### config.mk
export PLATFORM = sky130hd
export DESIGN_NAME = pc_fetch_unit
export DESIGN_NICKNAME = d
export VERILOG_FILES = /design/src/rtl/pc_fetch_unit.sv
export SDC_FILE = /design/constraint.sdc
export NUM_CORES = 1
export LEC_CHECK = 0
export ABC_AREA = 1
export BUFFER_PORTS_ARGS = -buffer_cell sky130_fd_sc_hd__buf_4
export CORE_ASPECT_RATIO = 2
export CORE_MARGIN = 8
export CORE_UTILIZATION = 55
export DETAILED_ROUTE_END_ITERATION = 16
export GPL_ROUTABILITY_DRIVEN = 0
export GPL_TIMING_DRIVEN = 0
export PLACE_DENSITY = 0.88
export SYNTH_ARGS = -nofsm -noshare
export SYNTH_HDL_FRONTEND = slang
export SYNTH_SLANG_ARGS = --single-unit
### constraint.sdc
create_clock -name clk -period 3.8 [get_ports clk]
set_input_delay 0.57 -clock clk [delete_from_list [all_inputs] [get_ports clk]]
set_output_delay 0.57 -clock clk [all_outputs]
set_load 0.1 [all_outputs]
### src/rtl/pc_fetch_unit.sv
// Fetch / next-PC stage for the single-issue RV32I core: IDLE -> FETCH -> EXEC loop with HALT.
// Optional feature macro MISALIGN_TRAP_EN: trap misaligned taken targets instead of masking them.
module pc_fetch_unit #(
  parameter logic [31:0] RESET_PC = 32'h0000_0000
) (
  input  logic        clk,
  input  logic        nRst,
  output logic        imem_req,
  output logic [31:0] imem_addr,
  input  logic        imem_ack,
  input  logic [31:0] imem_rdata,
  output logic [31:0] instr,
  output logic        instr_valid,
  output logic [31:0] pc,
  output logic [31:0] pc_plus4,
  input  logic [3:0]  pc_sel,
  input  logic [31:0] imm,
  input  logic        alu_zero,
  input  logic [31:0] alu_result,
  input  logic        ex_stall,
  input  logic        halt,
  output logic        halted,
  output logic        misaligned
);

  typedef enum logic [1:0] {
    S_IDLE  = 2'd0,
    S_FETCH = 2'd1,
    S_EXEC  = 2'd2,
    S_HALT  = 2'd3
  } state_t;

  localparam logic [3:0] SEL_BEQ  = 4'd1;
  localparam logic [3:0] SEL_BNE  = 4'd2;
  localparam logic [3:0] SEL_BLT  = 4'd3;
  localparam logic [3:0] SEL_BGE  = 4'd4;
  localparam logic [3:0] SEL_BLTU = 4'd5;
  localparam logic [3:0] SEL_BGEU = 4'd6;
  localparam logic [3:0] SEL_JAL  = 4'd7;
  localparam logic [3:0] SEL_JALR = 4'd8;

  state_t      state_q, state_d;
  logic [31:0] pc_q, pc_d;
  logic [31:0] instr_q, instr_d;
  logic        imem_req_q, imem_req_d;
  logic        instr_valid_q, instr_valid_d;
  logic        halted_q, halted_d;
  logic        misaligned_q, misaligned_d;

  logic        take_s;
  logic        trap_s;
  logic [31:0] target_s;
  logic [31:0] next_pc_s;

  assign pc_plus4    = pc_q + 32'd4;
  assign pc          = pc_q;
  assign imem_addr   = pc_q;
  assign imem_req    = imem_req_q;
  assign instr       = instr_q;
  assign instr_valid = instr_valid_q;
  assign halted      = halted_q;
  assign misaligned  = misaligned_q;

  // Branch/jump resolution: SLT/SLTU result bit 0 carries the less-than outcome.
  always_comb begin
    take_s   = 1'b0;
    target_s = pc_q + imm;
    case (pc_sel)
      SEL_BEQ:             take_s = alu_zero;
      SEL_BNE:             take_s = ~alu_zero;
      SEL_BLT, SEL_BLTU:   take_s = alu_result[0];
      SEL_BGE, SEL_BGEU:   take_s = ~alu_result[0];
      SEL_JAL:             take_s = 1'b1;
      SEL_JALR: begin
        take_s   = 1'b1;
        target_s = {alu_result[31:1], 1'b0};
      end
      default:             take_s = 1'b0;
    endcase
`ifdef MISALIGN_TRAP_EN
    trap_s    = take_s && (target_s[1:0] != 2'b00);
    next_pc_s = take_s ? target_s : pc_plus4;
`else
    trap_s    = 1'b0;
    next_pc_s = take_s ? (target_s & 32'hFFFF_FFFC) : pc_plus4;
`endif
  end

  // Next-state logic; output flags are derived from the state being entered so they register cleanly.
  always_comb begin
    state_d      = state_q;
    pc_d         = pc_q;
    instr_d      = instr_q;
    misaligned_d = misaligned_q;
    case (state_q)
      S_IDLE: state_d = S_FETCH;
      S_FETCH: begin
        if (imem_ack) begin
          instr_d = imem_rdata;
          state_d = S_EXEC;
        end else begin
          state_d = S_FETCH;
        end
      end
      S_EXEC: begin
        if (ex_stall) begin
          state_d = S_EXEC;
        end else if (trap_s) begin
          // Faulting target is not loaded so pc still points at the offending instruction.
          misaligned_d = 1'b1;
          state_d      = S_HALT;
        end else begin
          pc_d    = next_pc_s;
          state_d = halt ? S_HALT : S_FETCH;
        end
      end
      S_HALT:  state_d = S_HALT;
      default: state_d = S_IDLE;
    endcase
    imem_req_d    = (state_d == S_FETCH);
    instr_valid_d = (state_d == S_EXEC);
    halted_d      = (state_d == S_HALT);
  end

  // State and registered outputs.
  always_ff @(posedge clk or negedge nRst) begin
    if (!nRst) begin
      state_q       <= S_IDLE;
      pc_q          <= RESET_PC;
      instr_q       <= 32'd0;
      imem_req_q    <= 1'b0;
      instr_valid_q <= 1'b0;
      halted_q      <= 1'b0;
      misaligned_q  <= 1'b0;
    end else begin
      state_q       <= state_d;
      pc_q          <= pc_d;
      instr_q       <= instr_d;
      imem_req_q    <= imem_req_d;
      instr_valid_q <= instr_valid_d;
      halted_q      <= halted_d;
      misaligned_q  <= misaligned_d;
    end
  end

endmodule

* Word level (Yosys, flattened, before mapping)
Cells that the tools add are included.
** Storage, ports and cells
- Bits in registers :: 69
- Bits of input ports :: 106
- Output and inout bits :: 132
- Word-level logic and storage cells :: 38
** Cells by class
- Add/sub/neg operators :: 2
- Equality and inequality tests :: 14
- Mux-type cells :: 7
- Bitwise operators :: 3
- Reductions and logical operators :: 6
** Operator list (number)
- $mux W32 :: 2
- $add A32 B3 Y32 const B :: 1
- $add A32 B32 Y32 :: 1
- $eq A4 B3 Y1 const B :: 4
- $eq A2 B2 Y1 const B :: 4
- $eq A4 B2 Y1 const B :: 2
- $pmux W2 S4 :: 1
- $mux W2 :: 3
- $reduce_or A2 Y1 :: 3
- $pmux W1 S5 :: 1
- $eq A2 B1 Y1 const B :: 2
- $eq A4 B1 Y1 const B :: 1
- $eq A4 B4 Y1 const B :: 1
- $reduce_and A2 Y1 :: 2
- $not A1 Y1 :: 3
- $logic_not A2 Y1 :: 1

* Logic depth before layout (Yosys ltp)
- Depth in word-level cells :: 4
- Depth in mapped cells :: 15
- Gate-level depth less buffers :: 15

* Least setup slack after synthesis
No wires, ideal clock.
- Path type :: register to output
- From :: register pc_q[2], in the netlist imem_addr[2]
- To :: output port pc_plus4[20]
- Arrival :: 3409 ps
- Required time :: 3230 ps
- Slack :: -179 ps
- Stages on the path, launching flop included :: 8
- Cells stage by stage :: dfrtp_1 ha_1 nand2_1 nor3_4 nand2_2 nor2_4 nand2_4 xor2_1
** On the way
- Cells in the longest elaborated chain, start to end :: 1
** Ends and longest elaborated chain
- start, declared :: line 43 : logic [31:0] pc_q, pc_d;
- start signal, assigned :: line 137 : pc_q <= pc_d;
- $add A32 B3 Y32 :: line 55 : assign pc_plus4 = pc_q + 32'd4;
- end, declared :: line 15 : output logic [31:0] pc_plus4,
No other way between the ends.

* Final worst setup path
- From :: register pc_q[2], in the netlist imem_addr[2]
- To :: output port pc_plus4[22]
Same word-level chain as after synthesis.

==> results.txt <==
----------------------------------------------------
[Synth]
  Flops & latches, synth ... 67
  Part of the Yosys area used for sequential elements ... 0.265
  Summed instance area of the synthesized netlist ... between 6000 and 7000 sq um
  Number of synthesized flops with an enable pin ... 0
  Gate count after technology mapping ... roughly 970
  Mean instance size in the synthesized netlist ... 6.50 sq um
  Total of warnings raised by yosys ... 0
  Asr flop ratio synth ... 1.00
  Top FF cell, synth ... sky130_fd_sc_hd__dfrtp_1
  Unique masters post-synth ... 40

[Route]
  First-iteration detailed-routing DRC count ... 557
  Remaining routing DRC violations ... 0
  First-pass DRT Iterations ... 6
  Routed wirelength normalized by instance count ... 19.9 um
  Post-detailed-route count of antenna-violating nets ... 0
  Count of vias placed by the detailed router ... 7673
  Drt total wl ... around 27000 um
  Via density per instance ... 5.62

[Worst setup path]
  Logic depth of the worst setup path including buffers ... 9
  Worst setup path endpoint ... pc_plus4[22]
  Crit path buf inv count ... 1
  Cell breakdown of the critical path ... ha_1, nand2_1, nor3_4, nand2_2, nor2_4, nand2_4, nor2_4, xor2_2, buf_4
  Reg2reg path depth ... 8
  CP most frequent cell ... sky130_fd_sc_hd__nor2_4
  Required arrival time at the worst endpoint ... 3.23 ns
  Source of the critical timing path ... imem_addr[2]
  Category of the worst setup path launch point ... flip-flop
  Gate family responsible for the most delay along the worst path ... simple AND/OR/NAND/NOR gates
  Register-to-register setup slack ... 1.15 ns
  Crit path max fanout ... 7
  Reg-to-reg startpoint ... imem_addr[7]
  Element type at the critical path end ... output port
  Setup CP Type ... flip-flop to output port
  Worst R2R End ... imem_addr[8]
  Data arrival, critical path ... 2.56 ns
  Delay of the slowest critical-path stage ... 0.55 ns
  Slowest stage cell, crit path ... sky130_fd_sc_hd__dfrtp_1

[Flow run]
  Number of max-cap violations ... 0

[Floorplan]
  Initial standard-cell utilization of the core ... 0.561
  Die extent in x ... 91.9 um
  Core region area ... 11300 sq um
  Standard-cell rows ... 55
  Die area ... between 15000 and 20000 sq um
  Vert. Die Dim ... around 170 um
  I/O pin count ... 238

[Final layout]
  Fraction of layout cells with a size suffix above 1 ... 0.284
  Layout Utilization ... 0.762
  Count of antenna diodes in the layout ... 0
  Nets ... 1354
  Area growth, synth to finish ... 35.8%
  Fill cells ... approximately 860
  Finished layout cell area ... 8600 sq um

[Worst hold path]
  Path type of the worst min-delay path ... primary input to async pin

[Clock tree]
  Buffers from clock root to sink, at most ... 2
  Number of buffers added by the clock tree synthesis step ... 9
  Clock root buffer master ... sky130_fd_sc_hd__clkbuf_16
  CTS tree ... done
  Post-CTS Repair Setup Buffers ... 0
  Clock Sinks ... 67
  H-tree lvl count ... 3
  Clock Latency Late Sink ... about 0.34 ns
  Number of hold-repair buffers added at the cts stage ... 0
  Resize count post-CTS ... 0
  Clock slew at reported path FFs ... about 0.070 ns

[Global routing]
  Total global routing track utilization ... 0.351
  Total congestion overflow ... 0
  First-pass GRT wire length ... 41800 um
  Number of global-route vias before repair ... 7976
  Antenna violations before repair ... 0
  Maximum number of pins on one net before global-route repair ... 68

[Timing]
  Final min period ... approximately 3.1 ns
  Final setup vio count ... 0
  Final Slew Violations ... 0
  Hold violation total from the final report ... 0
  Setup repair after global routing missed its margin ... no
  Final Hold Slack ... between 0.3 and 0.4 ns
  Worst slew margin relative to its limit ... 0.397
  Transition time at the pin with the least slew margin ... 0.896 ns
  Largest clock skew in the final design ... roughly 0.012 ns
  Fmax ... about 320 MHz
  Share of the cycle needed by the critical path after routing ... 0.824

[Placed design]
  Placed cell areas ... 8290 sq um
  Detailed placer's ending HPWL ... 21100 um
  PortBufs ... 227

[Run status]
  Run status ... finished clean

----------------------------------------------------
Yosys cell counts, types with 6 or more instances:
cell / n / area (sq um)
sky130_fd_sc_hd__nand2_1: 307 / 1150
sky130_fd_sc_hd__inv_1: 154 / 578
sky130_fd_sc_hd__nor2_1: 103 / 387
sky130_fd_sc_hd__dfrtp_1: 67 / 1680
sky130_fd_sc_hd__nand3_1: 54 / 270
sky130_fd_sc_hd__a21oi_1: 50 / 250
sky130_fd_sc_hd__buf_4: 37 / 278
sky130_fd_sc_hd__mux2_2: 32 / 360
sky130_fd_sc_hd__xor2_1: 31 / 272
sky130_fd_sc_hd__ha_1: 30 / 375
sky130_fd_sc_hd__o21ai_0: 14 / 70.1
sky130_fd_sc_hd__nand4_1: 10 / 62.6
sky130_fd_sc_hd__nor3_1: 10 / 50.1
sky130_fd_sc_hd__clkbuf_1: 8 / 30.0
sky130_fd_sc_hd__buf_2: 7 / 35.0
sky130_fd_sc_hd__a21boi_1: 6 / 45.0
sequential cells by signal (all words and copies together), names as in the netlist:
register and flops:
instr_valid 1, imem_req 1, halted 1, instr 32, imem_addr 30, state_q 2
worst reg2reg max path: stages, from the launching register on:
cell and delay [ns]:
sky130_fd_sc_hd__dfrtp_1 0.52, sky130_fd_sc_hd__ha_1 0.44, sky130_fd_sc_hd__nand2_1 0.14, sky130_fd_sc_hd__inv_1 0.05
sky130_fd_sc_hd__nand2_1 0.07, sky130_fd_sc_hd__nand3_1 0.18, sky130_fd_sc_hd__o21ai_0 0.76, sky130_fd_sc_hd__nand4_1 0.23
sky130_fd_sc_hd__o21a_1 0.17
kinds of logic (layout without fill, tap and decap cells):
family,after synthesis,count (layout),share of synthesized area
DFF,67,67,0.265
AOI/OAI and AO/OA,98,98,0.0919
other,1,7,0.000592
and+or+nand+nor,502,502,0.328
buffers and inverters,209,452,0.148
muxes,32,32,0.0569
xor gates and xnor gates,35,35,0.0496
adders and majority gates,30,30,0.0593
worst min path at each step:
stage | start | endpoint | cells after the start
floorplan | nRst | halted | 0
global placement | instr[7] | instr[7] | 1
detailed placement | instr[26] | instr[26] | 1
CTS | nRst | imem_addr[29] | 1
global route | nRst | imem_addr[25] | 1
finish | nRst | imem_addr[25] | 1
stage by stage:
step / std cells / setup WS, ns / setup TNS [ns]
after floorplan: 980 / -0.0121 / -0.0121
after global placement: 1349 / 1.13 / 0
after detailed placement: 1349 / 1.14 / 0
after CTS: 1365 / 0.733 / 0
after global routing: 1365 / 0.572 / 0
final: 1365 / 0.671 / 0
metal layers:
metal / up-vias / global-route usage / share of wire
met5: - / 0 / 0
li1: 3494 / - / -
met2: 551 / 0.603 / 0.50
met4: 0 / 0.311 / 0.10
met1: 3454 / 0.325 / 0.30
met3: 174 / 0.104 / 0.10
layout by cell type (no fill, tap or decap), types with 8 or more instances in the layout:
| cell | Yosys | layout |
|---|---|---|
| sky130_fd_sc_hd__o21ai_0 | 14 | 14 |
| sky130_fd_sc_hd__nand4_1 | 10 | 10 |
| sky130_fd_sc_hd__nor3_1 | 10 | 10 |
| sky130_fd_sc_hd__buf_4 | 37 | 264 |
| sky130_fd_sc_hd__ha_1 | 30 | 30 |
| sky130_fd_sc_hd__xor2_1 | 31 | 23 |
| sky130_fd_sc_hd__nand3_1 | 54 | 54 |
| sky130_fd_sc_hd__clkbuf_1 | 8 | 8 |
| sky130_fd_sc_hd__clkbuf_16 | 0 | 9 |
| sky130_fd_sc_hd__a21oi_1 | 50 | 50 |
| sky130_fd_sc_hd__inv_1 | 154 | 154 |
| sky130_fd_sc_hd__nand2_1 | 307 | 307 |
| sky130_fd_sc_hd__xor2_2 | 1 | 9 |
| sky130_fd_sc_hd__dfrtp_1 | 67 | 67 |
| sky130_fd_sc_hd__nor2_1 | 103 | 103 |
| sky130_fd_sc_hd__mux2_2 | 32 | 32 |
cell type report:
type                            count  area, sq um  share of cell area
Sequential cell                    67         1680               0.195
Inverter                          156          586              0.0681
Multi-Input combinational cell    704         3800               0.442
Buffer                             53          354              0.0412
Timing Repair Buffer              227         1700               0.198
Clock inverter                      7         76.3             0.00888
Clock buffer                        9          225              0.0262
Tap cell                          142          178              0.0207
Power is left out: the tool's default activity adds up to more than one toggle a clock period on the data nets, which glitch-free logic cannot reach.
